$ cat config.mk
export PLATFORM = sky130hd
export DESIGN_NAME = seq_detector_param_flat
export DESIGN_NICKNAME = d
export VERILOG_FILES = /design/src/rtl/seq_detector_param_if.sv /design/src/rtl/seq_detector_param.sv /design/src/flat_wrapper.sv
export SDC_FILE = /design/constraint.sdc
export NUM_CORES = 1
export LEC_CHECK = 0
export ABC_AREA = 1
export ABC_CLOCK_PERIOD_IN_PS = 2900
export CAP_MARGIN = 40
export CORE_MARGIN = 2
export CORE_UTILIZATION = 53
export CTS_CLUSTER_DIAMETER = 60
export DETAILED_ROUTE_END_ITERATION = 16
export PLACE_DENSITY = 0.84
export SETUP_SLACK_MARGIN = 0.4
export SLEW_MARGIN = 30
export SYNTH_ARGS = -nofsm -noshare
export SYNTH_HDL_FRONTEND = slang
export SYNTH_SLANG_ARGS = --single-unit
$ cat constraint.sdc
create_clock -name clk -period 2.9 [get_ports clk]
set_input_delay 0.29 -clock clk [delete_from_list [all_inputs] [get_ports clk]]
set_output_delay 0.29 -clock clk [all_outputs]
set_load 0.05 [all_outputs]
$ cat src/rtl/seq_detector_param_if.sv
// Configuration, serial-data and status bundle for seq_detector_param.
// master drives config/data; slave is the detector.
interface seq_detector_param_if #(
  parameter int PAT_W = 8,
  parameter int CNT_W = 16
);
  localparam int LEN_W = $clog2(PAT_W) + 1;

  logic             cfg_load;
  logic [PAT_W-1:0] cfg_pattern;
  logic [LEN_W-1:0] cfg_len;
  logic             cfg_overlap;
  logic             in_valid;
  logic             in_bit;
  logic             cnt_clr;
  logic             armed;
  logic             cfg_err;
  logic             detect;
  logic [CNT_W-1:0] match_cnt;

  modport master (
    output cfg_load,
    output cfg_pattern,
    output cfg_len,
    output cfg_overlap,
    output in_valid,
    output in_bit,
    output cnt_clr,
    input  armed,
    input  cfg_err,
    input  detect,
    input  match_cnt
  );

  modport slave (
    input  cfg_load,
    input  cfg_pattern,
    input  cfg_len,
    input  cfg_overlap,
    input  in_valid,
    input  in_bit,
    input  cnt_clr,
    output armed,
    output cfg_err,
    output detect,
    output match_cnt
  );
endinterface

$ cat src/rtl/seq_detector_param.sv
// Runtime-configurable serial pattern detector, Mealy detect strobe.
// SEQ_DETECTOR_COUNT_EN enables the saturating match counter.
module seq_detector_param #(
  parameter int PAT_W = 8,
  parameter int CNT_W = 16
) (
  input logic clk,
  input logic rst,
  seq_detector_param_if.slave bus
);
  localparam int LEN_W = $clog2(PAT_W) + 1;
  localparam logic [LEN_W-1:0] LEN_MAX = LEN_W'(PAT_W);

  typedef enum logic {
    IDLE,
    ARMED
  } state_t;

  state_t           state_q, state_n;
  logic [PAT_W-1:0] pat_q, pat_n;
  logic [LEN_W-1:0] len_q, len_n;
  logic             ovl_q, ovl_n;
  logic [PAT_W-1:0] hist_q, hist_n;
  logic [LEN_W-1:0] fill_q, fill_n;
  logic             err_q, err_n;

  logic [PAT_W-1:0] mask;
  logic [PAT_W-1:0] win;
  logic [LEN_W:0]   fill_p1;
  logic             fill_ok;
  logic             cfg_ok;
  logic             shift_en;
  logic             match;

  always_comb begin
    mask = '0;
    for (int i = 0; i < PAT_W; i++) begin
      mask[i] = (LEN_W'(i) < len_q);
    end
  end

  assign win     = PAT_W'({hist_q, bus.in_bit});
  assign fill_p1 = {1'b0, fill_q} + (LEN_W+1)'(1);
  assign fill_ok = (fill_p1 >= {1'b0, len_q});
  assign cfg_ok  = (bus.cfg_len != '0) &&
                   (bus.cfg_len <= LEN_MAX);

  // A config load owns the cycle: the data bit is dropped.
  assign shift_en = (state_q == ARMED) &&
                    bus.in_valid &&
                    !bus.cfg_load;

  assign match = shift_en && fill_ok &&
                 (((win ^ pat_q) & mask) == '0);

  always_comb begin
    state_n = state_q;
    pat_n   = pat_q;
    len_n   = len_q;
    ovl_n   = ovl_q;
    hist_n  = hist_q;
    fill_n  = fill_q;
    err_n   = err_q;
    unique case (1'b1)
      bus.cfg_load && cfg_ok: begin
        state_n = ARMED;
        pat_n   = bus.cfg_pattern;
        len_n   = bus.cfg_len;
        ovl_n   = bus.cfg_overlap;
        hist_n  = '0;
        fill_n  = '0;
        err_n   = 1'b0;
      end
      bus.cfg_load && !cfg_ok: begin
        err_n = 1'b1;
      end
      shift_en: begin
        hist_n = win;
        if (match && !ovl_q) begin
          fill_n = '0;
        end else if (fill_q != LEN_MAX) begin
          fill_n = fill_p1[LEN_W-1:0];
        end
      end
      default: begin
      end
    endcase
  end

  always_ff @(posedge clk or negedge rst) begin
    if (!rst) begin
      state_q <= IDLE;
      pat_q   <= '0;
      len_q   <= LEN_W'(1);
      ovl_q   <= 1'b0;
      hist_q  <= '0;
      fill_q  <= '0;
      err_q   <= 1'b0;
    end else begin
      state_q <= state_n;
      pat_q   <= pat_n;
      len_q   <= len_n;
      ovl_q   <= ovl_n;
      hist_q  <= hist_n;
      fill_q  <= fill_n;
      err_q   <= err_n;
    end
  end

  assign bus.armed   = (state_q == ARMED);
  assign bus.cfg_err = err_q;
  assign bus.detect  = match;

`ifdef SEQ_DETECTOR_COUNT_EN
  logic [CNT_W-1:0] cnt_q;

  // Clear beats a same-cycle increment.
  always_ff @(posedge clk or negedge rst) begin
    if (!rst) begin
      cnt_q <= '0;
    end else if (bus.cnt_clr) begin
      cnt_q <= '0;
    end else if (match && (cnt_q != '1)) begin
      cnt_q <= cnt_q + CNT_W'(1);
    end
  end

  assign bus.match_cnt = cnt_q;
`else
  logic unused_cnt_clr;

  assign unused_cnt_clr = bus.cnt_clr;
  assign bus.match_cnt  = '0;
`endif

endmodule

$ cat src/flat_wrapper.sv
// flat-port wrapper written by rule: the top's interface ports become plain ports
module seq_detector_param_flat 
#(
  parameter int PAT_W = 8,
  parameter int CNT_W = 16
)
  (clk, rst, bus_cfg_load, bus_cfg_pattern, bus_cfg_len, bus_cfg_overlap, bus_in_valid, bus_in_bit, bus_cnt_clr, bus_armed, bus_cfg_err, bus_detect, bus_match_cnt);
  seq_detector_param_if #(.PAT_W(PAT_W), .CNT_W(CNT_W)) bus_i ();
  input logic clk;
  input logic rst;
  input wire logic [$bits(bus_i.cfg_load)-1:0] bus_cfg_load;
  input wire logic [$bits(bus_i.cfg_pattern)-1:0] bus_cfg_pattern;
  input wire logic [$bits(bus_i.cfg_len)-1:0] bus_cfg_len;
  input wire logic [$bits(bus_i.cfg_overlap)-1:0] bus_cfg_overlap;
  input wire logic [$bits(bus_i.in_valid)-1:0] bus_in_valid;
  input wire logic [$bits(bus_i.in_bit)-1:0] bus_in_bit;
  input wire logic [$bits(bus_i.cnt_clr)-1:0] bus_cnt_clr;
  output wire logic [$bits(bus_i.armed)-1:0] bus_armed;
  output wire logic [$bits(bus_i.cfg_err)-1:0] bus_cfg_err;
  output wire logic [$bits(bus_i.detect)-1:0] bus_detect;
  output wire logic [$bits(bus_i.match_cnt)-1:0] bus_match_cnt;
  assign bus_i.cfg_load = bus_cfg_load;
  assign bus_i.cfg_pattern = bus_cfg_pattern;
  assign bus_i.cfg_len = bus_cfg_len;
  assign bus_i.cfg_overlap = bus_cfg_overlap;
  assign bus_i.in_valid = bus_in_valid;
  assign bus_i.in_bit = bus_in_bit;
  assign bus_i.cnt_clr = bus_cnt_clr;
  assign bus_armed = bus_i.armed;
  assign bus_cfg_err = bus_i.cfg_err;
  assign bus_detect = bus_i.detect;
  assign bus_match_cnt = bus_i.match_cnt;
  seq_detector_param #(.PAT_W(PAT_W), .CNT_W(CNT_W)) u_core (.clk(clk), .rst(rst), .bus(bus_i));
endmodule
* Word-level counts from Yosys, hierarchy flattened
Cells that the tools add are included.
** Cells by class
- Equality and inequality tests :: 2
- Muxes and demuxes :: 5
- Magnitude comparators :: 10
- Add/subtract/negate cells :: 1
- Reductions and logical operators :: 16
- Bitwise gates (word level) :: 2
** Operator list (number)
- $lt 3x4->1 const A :: 4
- $pmux 7 s2 :: 1
- $and 8x8->8 :: 1
- $logic_and 1x1->1 :: 8
- $logic_not 8->1 :: 1
- $lt 1x4->1 const A :: 2
- $lt 2x4->1 const A :: 2
- $mux 4 :: 2
- $pmux 4 s2 :: 1
- $xor 8x8->8 :: 1
- $add 4x1->5 const B :: 1
- $ge 5x4->1 :: 1
- $le 4x4->1 const B :: 1
- $ne 4x4->1 const B :: 1
- $reduce_bool 2->1 :: 2
- $reduce_bool 4->1 :: 1
- $logic_not 1->1 :: 3
- $ne 3x3->1 const B :: 1
- $pmux 1 s2 :: 1
- $reduce_and 2->1 :: 1
** Storage, ports and cells
- Output and inout bits :: 19
- Register bits :: 26

* Longest topological paths before layout
- Depth after elaboration :: 7
- Gate-level depth with buffers :: 14
- Depth with buffers taken out :: 14

* Least setup slack after synthesis
Ideal clock, no wire load.
- Path kind :: reg2out
- Start :: reg u_core.fill_q[0]
- End :: out bus_detect
- Arrival time :: 2.874 ns
- Setup slack :: -0.264 ns
- Stages on the path, launching flop included :: 10
- Required time :: 2.610 ns
- Cell sequence :: dfrtp_1 ha_1 xor2_1 ha_1 nand2_1 inv_1 nand3_1 nor2_1 nor2_2 nor4_1
** On the way
- Word-level cells in the longest chain between the ends :: 4
** Ends and longest elaborated chain
- start: declaration :: RTL line seq_detector_param.sv:24 : logic [LEN_W-1:0] fill_q, fill_n;
- start signal: assignment :: RTL line seq_detector_param.sv:105 : fill_q <= fill_n;
- $add 4x1->5 :: RTL line seq_detector_param.sv:43 : assign fill_p1 = {1'b0, fill_q} + (LEN_W+1)'(1);
- $ge 5x4->1 :: RTL line seq_detector_param.sv:44 : assign fill_ok = (fill_p1 >= {1'b0, len_q});
- $logic_and 1x1->1 (2 in series) :: RTL line seq_detector_param.sv:53 : assign match = shift_en && fill_ok &&
- end: declaration :: RTL line flat_wrapper.sv:20 : output wire logic [$bits(bus_i.detect)-1:0] bus_detect;
No other way between the ends.

* Final worst setup path
Ends and elaborated chain as after synthesis.

==> impl_metrics.json <==
{
  "drive_gt1_frac": 0.1466,
  "powerDensity_mw_per_mm2": 542.8,
  "grt_usage": 0.1837,
  "hold_viol": 0,
  "fill_cells": 262,
  "timing.max_cap.violations": 0,
  "overflow": 0,
  "clk_pin_slew_ns": 0.15,
  "clock-skew-final_ns": 0.009233,
  "dp_cells": 260,
  "required_ns": 2.61,
  "finalCriticalPeriod_ns": 2.462,
  "clk_latency_ns": 0.32,
  "yosys_most_used_dff": "dfrtp_1",
  "die_area_mm2": 0.003508,
  "drtIter0Drc": 29,
  "final_cells": 265,
  "async_reset_ff_frac": 1.000,
  "start_util": 0.5429,
  "synth_top_area_share": 0.3870,
  "areaGrowthSynthToFinish_pct": 16.41,
  "synth.distinct_cells": 24,
  "finalWorstSetupSlack_ns": 0.4383,
  "timing.final.crit_share": 0.8489,
  "tightest_slew_ns": 0.5041,
  "slew_headroom": 0.6629,
  "antenna_found_initial": 0,
  "avgSynthCellArea_um2": 7.735,
  "io_buffers": 20,
  "synth_area_leaders": "dfrtp_1 39%, nand2_1 16%, buf_4 7.4%, inv_1 5.8%, ha_1 4.6%",
  "syn-cell-area_mm2": 0.001617,
  "dpl_cell_area_mm2": 0.001819,
  "root_buffer": "clkbuf_4",
  "io-pin-count": 38,
  "clk_path_buf_depth": 2,
  "final_cell_mix": "67 x nand2_1, 25 x inv_1, 25 x dfrtp_1",
  "gp_congestion": 0.8404,
  "num_vias": 1255,
  "worstPathMaxFanout": 4,
  "vias_per_cell": 4.736,
  "cts-htree-levels": 1,
  "coreArea_mm2": 0.002978,
  "nets": 258,
  "synth-edff-count": 0,
  "cp_data_arrival_time_ns": 2.17,
  "cts-hold-fix-buffers": 0,
  "finalMaxSlewViolations": 0,
  "wl_per_cell_um": 10.50,
  "diodes": 0,
  "min_path_type": "input pin to asynchronous set/reset pin",
  "dp_hpwl_mm": 2.113,
  "cp-startpoint": "u_core.fill_q[0]",
  "ir_drop_uv": 272.3,
  "postRouteAntennaNets": 0,
  "utilization": 0.6319,
  "cts_made_buffers": 3,
  "crit_path_end_kind": "primary output",
  "power.leakage_nw": 0.9667,
  "cts.sinks": 26,
  "grt_max_degree": 28,
  "yosysWarnings": 0,
  "rsz0062_at_grt": "true",
  "crit_type": "flop to primary output",
  "grt_pass1_wl_mm": 4.905,
  "cts_tree": "done",
  "synth_seq_cells": 26,
  "fmax_mhz": 406.2,
  "design_area_mm2": 0.001882,
  "num_rows": 20,
  "die_y_um": 59.23,
  "yosysSeqAreaShare": 0.4033,
  "r2r_start": "u_core.fill_q[0]",
  "yosys.area.top_type": "dfrtp_1",
  "pre_cts_ws_ns": 0.6708,
  "layout.cells.most_common": "nand2_1",
  "crit_path_start_kind": "flop",
  "post-route-drc-count": 0,
  "grt_pass1_vias": 1171,
  "status": "finished clean",
  "finalSetupTns_ns": 0,
  "die_x_um": 59.23,
  "routed_wl_mm": 2.783,
  "drt-pass1-iter-count": 4,
  "finalSetupViolations": 0,
  "synth_cells": 209
}
kinds of logic after synthesis:
logic type	Yosys count	share of synthesized area
AO/OA/AOI/OAI	19	0.06579
adder cells (fa/ha/maj)	6	0.04644
XOR/XNOR	4	0.02167
buffers and inverters	49	0.1533
other	1	0.002320
AND/OR/NAND/NOR	104	0.3073
flip-flops	26	0.4033
flip-flops by register name (all words and copies together), names as in the netlist:
| name | count |
|---|---|
| u_core.bus.cfg_err | 1 |
| u_core.len_q | 4 |
| u_core.fill_q | 4 |
| u_core.hist_q | 7 |
| u_core.bus.armed | 1 |
| u_core.ovl_q | 1 |
| u_core.pat_q | 8 |
timing repair:
action,CTS,global route
gates resized for setup,1,0
pin swaps,1,0
setup buffers,1,0
endpoints found under the hold margin,0,0
setup endpoints to repair,1,1
cells in the mapped netlist (3+ instances only):
| master | number |
|---|---|
| buf_2 | 3 |
| buf_4 | 16 |
| dfrtp_1 | 25 |
| ha_1 | 6 |
| inv_1 | 25 |
| inv_2 | 5 |
| nand2_1 | 67 |
| nand2_2 | 6 |
| nand3_1 | 8 |
| nand3_2 | 3 |
| nor2_1 | 10 |
| nor2_2 | 4 |
| o21ai_0 | 10 |
| o22ai_1 | 6 |
| xor2_1 | 4 |
layer usage:
metal	part of all wire	track usage	vias to the layer above
met5	0	0	-
met4	0.0047	0.04870	0
met3	0.048	0.03275	2
met2	0.46	0.3014	34
met1	0.49	0.2504	558
li1	-	-	661
stage by stage:
stage	total power, mW	hold slack (ns)
2_1_floorplan	0.7101	-0.005591
3_3_place_gp	0.7647	0.4844
3_5_place_dp	0.7740	0.4977
4_1_cts	1.025	0.3164
5_1_grt	1.095	0.3202
6_report	1.022	0.3108
critical path: stages, from the launching register on:
cell and delay (ns):
dfrtp_1 0.45, ha_2 0.21, xor2_1 0.18, ha_1 0.30
nand2_1 0.05, inv_1 0.04, nand3_1 0.06, nor2_1 0.12
nor2_2 0.07, nor4_4 0.19, buf_12 0.18
final cells by class:
type	count	area [µm²]	area share
clock buffer	3	22.52	0.01197
clock inverter	1	30.03	0.01596
inverter	30	112.6	0.05984
multi-input combinational	149	790.8	0.4202
sequential	26	651.9	0.3464
tap	33	41.29	0.02194
timing repair buffer	23	232.7	0.1237
power by group:
part | switching [mW] | internal, mW
registers | 0.0385 | 0.407
logic | 0.210 | 0.115
clock network | 0.111 | 0.140
path summary, 6_finish.rpt:
check                              endpoint  slack, ns  depth (start not counted)
min reg2reg                 u_core.len_q[0]       0.52                          2
max reg2reg                u_core.fill_q[3]       0.85                         14
max in group asynchronous   u_core.len_q[0]       2.29                          2
min                         u_core.len_q[1]       0.31                          2
min in group clk            u_core.len_q[0]       0.49                          3
max                              bus_detect       0.44                         10
Power figures use the tool's default switching activity.
